**config.mk**
```make
export PLATFORM = sky130hd
export DESIGN_NAME = id_ex_stage
export DESIGN_NICKNAME = d
export VERILOG_FILES = /design/src/rtl/id_ex_stage_pkg.sv /design/src/rtl/id_ex_stage_fwd_sel.sv /design/src/rtl/id_ex_stage.sv
export SDC_FILE = /design/constraint.sdc
export NUM_CORES = 1
export LEC_CHECK = 0
export CAP_MARGIN = 30
export CELL_PAD_IN_SITES_DETAIL_PLACEMENT = 1
export CELL_PAD_IN_SITES_GLOBAL_PLACEMENT = 1
export CORE_UTILIZATION = 33
export CTS_BUF_LIST = sky130_fd_sc_hd__clkbuf_4
export DETAILED_ROUTE_END_ITERATION = 6
export MAX_ROUTING_LAYER = met4
export PLACE_DENSITY_LB_ADDON = 0.1
export SYNTH_ARGS = -nofsm -noshare
export SYNTH_HDL_FRONTEND = slang
export SYNTH_SLANG_ARGS = --single-unit
```
**constraint.sdc**
```tcl
create_clock -name clk -period 2.9 [get_ports clk]
set_clock_uncertainty 0.2 [all_clocks]
set_input_delay 0.435 -clock clk [delete_from_list [all_inputs] [get_ports clk]]
set_output_delay 0.435 -clock clk [all_outputs]
set_load 0.03 [all_outputs]
```
**src/rtl/id_ex_stage_pkg.sv**
```systemverilog
// ==========================================================================
// Module : id_ex_stage_pkg
// Brief  : Shared widths, ALU opcode encodings and EX control bundle.
// Rev    : 1.0  initial release
// ==========================================================================
`default_nettype none

package id_ex_stage_pkg;

  localparam int c_width = 32;
  localparam int c_raw   = 5;

  localparam logic [3:0] c_alu_and     = 4'b0000;
  localparam logic [3:0] c_alu_or      = 4'b0001;
  localparam logic [3:0] c_alu_add     = 4'b0010;
  localparam logic [3:0] c_alu_xor     = 4'b0011;
  localparam logic [3:0] c_alu_sub     = 4'b0110;
  localparam logic [3:0] c_alu_slt     = 4'b0111;
  localparam logic [3:0] c_alu_badd    = 4'b1000;
  localparam logic [3:0] c_alu_badd_s  = 4'b1001;

  typedef struct packed {
    logic       valid;
    logic       reg_write;
    logic       mem_write;
    logic       mem_to_reg;
    logic       alu_src;
    logic [3:0] alu_control;
  } ex_ctrl_t;

endpackage

`default_nettype wire

```
**src/rtl/id_ex_stage_fwd_sel.sv**
```systemverilog
// ==========================================================================
// Module : id_ex_stage_fwd_sel
// Brief  : Operand bypass select; EX/MEM beats MEM/WB, r0 never bypassed.
// Rev    : 1.0  initial release
// ==========================================================================
`default_nettype none

module id_ex_stage_fwd_sel #(
  parameter int WIDTH = 32,
  parameter int RAW   = 5
) (
  input  logic [RAW-1:0]   src_reg,
  input  logic [WIDTH-1:0] src_val,
  input  logic             exm_reg_write,
  input  logic [RAW-1:0]   exm_rd,
  input  logic [WIDTH-1:0] exm_result,
  input  logic             mwb_reg_write,
  input  logic [RAW-1:0]   mwb_rd,
  input  logic [WIDTH-1:0] mwb_result,
  output logic [WIDTH-1:0] fwd_val
);

  logic w_exm_hit;
  logic w_mwb_hit;

  assign w_exm_hit = exm_reg_write && (exm_rd != '0) && (exm_rd == src_reg);
  assign w_mwb_hit = mwb_reg_write && (mwb_rd != '0) && (mwb_rd == src_reg);

  always_comb begin
    fwd_val = src_val;
    if (w_exm_hit)      fwd_val = exm_result;
    else if (w_mwb_hit) fwd_val = mwb_result;
  end

endmodule

`default_nettype wire

```
**src/rtl/id_ex_stage.sv**
```systemverilog
// ==========================================================================
// Module : id_ex_stage
// Brief  : ID/EX pipeline register with bypass, stall refresh and flush.
// Rev    : 1.0  initial release
// ==========================================================================
`default_nettype none

module id_ex_stage
  import id_ex_stage_pkg::*;
#(
  parameter int WIDTH = c_width,
  parameter int RAW   = c_raw
) (
  input  logic             clk,
  input  logic             reset,
  input  logic             stall,
  input  logic             flush,
  input  logic             in_valid,
  input  logic [WIDTH-1:0] in_rd1,
  input  logic [WIDTH-1:0] in_rd2,
  input  logic [WIDTH-1:0] in_imm,
  input  logic [RAW-1:0]   in_rs,
  input  logic [RAW-1:0]   in_rt,
  input  logic [RAW-1:0]   in_rd,
  input  logic [3:0]       in_alu_control,
  input  logic             in_alu_src,
  input  logic             in_reg_dst,
  input  logic             in_reg_write,
  input  logic             in_mem_write,
  input  logic             in_mem_to_reg,
  input  logic             exm_reg_write,
  input  logic [RAW-1:0]   exm_rd,
  input  logic [WIDTH-1:0] exm_result,
  input  logic             mwb_reg_write,
  input  logic [RAW-1:0]   mwb_rd,
  input  logic [WIDTH-1:0] mwb_result,
  output logic [WIDTH-1:0] srcA,
  output logic [WIDTH-1:0] srcB,
  output logic [3:0]       ALUControl,
  output logic             out_valid,
  output logic [RAW-1:0]   out_wreg,
  output logic [WIDTH-1:0] out_store_data,
  output logic             out_reg_write,
  output logic             out_mem_write,
  output logic             out_mem_to_reg
);

  ex_ctrl_t         r_ctrl;
  logic [WIDTH-1:0] r_rd1;
  logic [WIDTH-1:0] r_rd2;
  logic [WIDTH-1:0] r_imm;
  logic [RAW-1:0]   r_rs;
  logic [RAW-1:0]   r_rt;
  logic [RAW-1:0]   r_wreg;
  logic [WIDTH-1:0] w_fwd_a;
  logic [WIDTH-1:0] w_fwd_b;

  id_ex_stage_fwd_sel #(.WIDTH(WIDTH), .RAW(RAW)) u_fwd_a (
    .src_reg(r_rs), .src_val(r_rd1),
    .exm_reg_write(exm_reg_write), .exm_rd(exm_rd), .exm_result(exm_result),
    .mwb_reg_write(mwb_reg_write), .mwb_rd(mwb_rd), .mwb_result(mwb_result),
    .fwd_val(w_fwd_a)
  );

  id_ex_stage_fwd_sel #(.WIDTH(WIDTH), .RAW(RAW)) u_fwd_b (
    .src_reg(r_rt), .src_val(r_rd2),
    .exm_reg_write(exm_reg_write), .exm_rd(exm_rd), .exm_result(exm_result),
    .mwb_reg_write(mwb_reg_write), .mwb_rd(mwb_rd), .mwb_result(mwb_result),
    .fwd_val(w_fwd_b)
  );

  always_ff @(posedge clk) begin
    if (reset) begin
      r_ctrl <= '0;
      r_rd1  <= '0;
      r_rd2  <= '0;
      r_imm  <= '0;
      r_rs   <= '0;
      r_rt   <= '0;
      r_wreg <= '0;
    end else if (flush) begin
      r_ctrl.valid       <= 1'b0;
      r_ctrl.reg_write   <= 1'b0;
      r_ctrl.mem_write   <= 1'b0;
      r_ctrl.mem_to_reg  <= 1'b0;
      r_ctrl.alu_control <= '0;
      r_rs               <= '0;
      r_rt               <= '0;
      r_wreg             <= '0;
    end else if (stall) begin
      // Latch bypassed operands so a producer retiring mid-stall is not lost.
      if (r_ctrl.valid) begin
        r_rd1 <= w_fwd_a;
        r_rd2 <= w_fwd_b;
      end
    end else begin
      r_ctrl.valid       <= in_valid;
      r_ctrl.reg_write   <= in_reg_write;
      r_ctrl.mem_write   <= in_mem_write;
      r_ctrl.mem_to_reg  <= in_mem_to_reg;
      r_ctrl.alu_src     <= in_alu_src;
      r_ctrl.alu_control <= in_alu_control;
      r_rd1              <= in_rd1;
      r_rd2              <= in_rd2;
      r_imm              <= in_imm;
      r_rs               <= in_rs;
      r_rt               <= in_rt;
      r_wreg             <= in_reg_dst ? in_rd : in_rt;
    end
  end

  assign srcA           = w_fwd_a;
  assign srcB           = r_ctrl.alu_src ? r_imm : w_fwd_b;
  assign out_store_data = w_fwd_b;
  assign ALUControl     = r_ctrl.alu_control;
  assign out_valid      = r_ctrl.valid;
  assign out_wreg       = r_wreg;
  // Bubbles never commit, whatever control bits were captured.
  assign out_reg_write  = r_ctrl.reg_write  & r_ctrl.valid;
  assign out_mem_write  = r_ctrl.mem_write  & r_ctrl.valid;
  assign out_mem_to_reg = r_ctrl.mem_to_reg & r_ctrl.valid;

endmodule

`default_nettype wire

```
==> impl_results.md <==
* CP arrival at about 2900 ps
* Synth Flop Type: dfxtp_1
* Max layer used: met4
* Largest area contributor in the netlist: dfxtp_1
* CTS buffer count at 17
* Vias per cell at approximately 6.3
* Worst Setup Start Kind: register
* Area growth, synth to finish at 93.1%
* WS Path Type: reg2out
* Dpl hpwl at roughly 27000 um
* Worst skew pair latency at 610 ps
* Sequential share of the synthesized area at approximately 30%
* Gpl congestion at around 0.89
* Hold WC Path Type: in2reg
* Largest net degree at the start of global routing at 98
* CTS tree: yes
* Clock transition at the registers of the reported paths at 160 ps
* Antenna Nets Post-Route at 0
* Largest cells by area after synthesis: dfxtp_1 29%, o31a_1 10%, nor2_1 5.8%, mux2_2 4.4%, a21oi_1 4.4%
* Core area at around 24000 um^2
* Top cell type's share of synthesized area at ~30%
* Top Ports at 310
* GRT Total Usage at 35.0%
* Final setup viols at 96
* Post-Layout Cell Count at 1797
* Placed cell count at roughly 1700
* Clock sink total at 120
* Average size of a mapped cell at about 8 um^2
* Ys Warns at 0
* Critical path's top delay family: buffers and inverters
* Initial antenna violation count at 11
* WL/cell at 28.2 um
* CTS root buf: clkbuf_4
* Fill cells at between 2000 and 3000
* Post-Route M1 WL at roughly 20000 um
* Req. time, crit path at 2270 ps
* Largest stage delay, worst path at around 430 ps
* Power Total at ~5.8 mW
* Post-synth net total at about 1200
* CTS max path bufs at 2
* Met3 WL at ~4000 um
* Met2 Routed Length at about 24000 um
* Syn Inst Count at 1025
* DRT Wirelength at ~50000 um
* Tmin final at about 3500 ps
* # DRC at 2
* H-Tree Depth at 4
* Vias at between 10000 and 15000
* CP Max Fanout at 7
* RSZ-0062 raised after global routing: true
* Die footprint at between 20000 and 30000 um^2
* Post-Syn Area at 8160 um^2
* Worst-margin pin slew at between 600 and 700 ps
* Final hold vios at 0
* Initial Util at roughly a third
* Failing checks: design-rule violations, negative setup slack
* Vias in the first global route at between 10000 and 15000
* Ys async rst share at 0%
* Post-synth EDFFs at 0
* Max Slew Vio Count at 0
* Distinct cells, synth at 38
* Peak VDD IR at 0.000366 V
* DIE HEIGHT at about 160 um
* Slew margin rel. at 55.6%
* Finished Cell Area at roughly 16000 um^2
* Worst path most repeated cell: buf_6
* Pleak at 5.83 nW
* Crit end category: output pin
* Worst hold slack at between 100 and 150 ps
* Share of layout cells above drive strength 1 at a little under two fifths
* Outcome: complete, but fails checks
* Final worst path period share at 121%
* Placed Instance Area at 12600 um^2
* Drt first pass iters at 7
* Critical Path, Cell by Cell: xor2_2 -> or3_4 -> buf_12 -> buf_6 -> o31ai_4 -> buf_4 -> a31oi_4 -> mux2_4 -> buf_6
* Crit path max-delay cell type: or3_4
* First-pass GRT wire length at roughly 66000 um
* Hold Buf Count CTS at 0
* Power density over the cells at between 300 and 400 nW/um^2
* # nets final at 1649
* Buf+Inv Stages, Crit Path at 4
* Die width at 159 um
* Synthesized flop and latch total at 120
* 1st-iter DRT viols at slightly above 1000
* Fmax at ~0.28 GHz
* Final worst setup slack at -610 ps
* I/O Buffers at 309
* Overflow after GRT at 0
* Fin util at approximately 65%
* # rows at 57
* # Max-Cap Violations at 0
-- stage by stage --
step | TNS, ps | setup slack (ps)
2_1_floorplan | -12.6 | -12.6
6_report | -36470 | -610
3_5_place_dp | -81490 | -914
3_3_place_gp | -74090 | -851
4_1_cts | -27440 | -480
5_1_grt | -41320 | -667
-- placed cells by master (no fill, tap or decap), types with 9 or more instances in the layout --
master / netlist / layout
a211oi_1: 32 / 32
nor2b_1: 32 / 32
a31oi_4: 0 / 30
nor3_2: 0 / 16
o311ai_1: 32 / 32
clkbuf_4: 0 / 18
and4_4: 0 / 19
diode_2: 0 / 12
nand3b_1: 32 / 32
clkdlybuf4s50_1: 0 / 202
xnor2_2: 0 / 9
nor2_1: 125 / 124
nand2_1: 68 / 68
mux2i_1: 23 / 23
nor3_4: 0 / 14
mux2_4: 0 / 32
dfxtp_1: 120 / 111
a21oi_1: 71 / 70
buf_4: 11 / 117
o31a_1: 96 / 96
buf_12: 0 / 50
o31ai_4: 0 / 31
buf_16: 0 / 11
buf_6: 4 / 130
nand4_1: 33 / 33
and4_1: 33 / 13
a311oi_1: 32 / 32
-- timing repair --
| item | 4_1_cts | 5_1_grt |
|---|---|---|
| resized for setup | 361 | 107 |
| cloned | 14 | 2 |
| setup buffers | 49 | 46 |
| setup endpoints to repair | 96 | 96 |
| pin swaps | 40 | 83 |
-- area by class of cell --
type	count	area (um^2)	area share (%)
inverter	2	7.51	0.0477
multi-input combinational	777	6600	41.9
clock buffer	18	135	0.858
sequential	120	2420	15.3
timing repair buffer	530	5970	37.9
clock inverter	14	190	1.21
antenna	12	30.0	0.191
tap	324	405	2.57
-- worst paths after layout --
| check | start | to | slack (ps) | depth (start not counted) |
|---|---|---|---|---|
| setup / recovery | r_rt[4] | srcB[15] | -610 | 9 |
| hold / removal | stall | out_wreg[2] | 150 | 3 |
| setup reg to reg | r_rt[2] | r_rd2[23] | 220 | 9 |
| hold reg to reg | r_imm[21] | r_imm[21] | 270 | 2 |
-- cell usage after synthesis, types with 2 or more instances --
master and count:
nor2_1 125, dfxtp_1 120, o31a_1 96, clkbuf_1 84, a21oi_1 71, nand2_1 68
and4_1 33, nand4_1 33, nor3_1 33, a211oi_1 32, a311oi_1 32, a31oi_1 32
mux2_2 32, nand3b_1 32, nor2b_1 32, o311ai_1 32, o31ai_1 32, mux2i_1 23
buf_2 20, xnor2_1 17, buf_4 11, buf_1 7, and2_1 6, buf_6 4
xor2_1 3, or2_2 2, or4_4 2
-- routing by layer --
| layer | GRT usage, % | vias up |
|---|---|---|
| met3 | 7.55 | 182 |
| met1 | 43.4 | 5600 |
| met5 | - | - |
| li1 | - | 4777 |
| met4 | 14.7 | 0 |
| met2 | 54.7 | 731 |
-- cell families after synthesis --
group	Yosys count	synth area share, %
compound gates	332	30.5
xor+xnor	20	2.15
buf+inv	128	7.07
flops	120	29.4
mux	55	7.24
simple gates	370	23.6
-- power breakdown --
part	switching, mW	internal, mW
logic	1.25	1.17
clock network	0.871	0.634
registers	0.0901	1.74
-- registers in the layout, summed over array words and instances (netlist names) --
name and flops:
out_wreg 5, r_rd2 32, r_ctrl 4, out_valid 1, r_imm 32, r_rt 5
r_rd1 32, r_rs 5, ALUControl 4
-- worst reg2reg max path, cell delays in order, from the launching register on --
cell and delay [ps]:
dfxtp_2 350, xor2_1 190, buf_4 170, nor3_4 200, buf_6 190, buf_12 170
nand4_1 290, buf_4 270, a311oi_1 420, o31a_1 220
(Power assumes the default switching activity.)
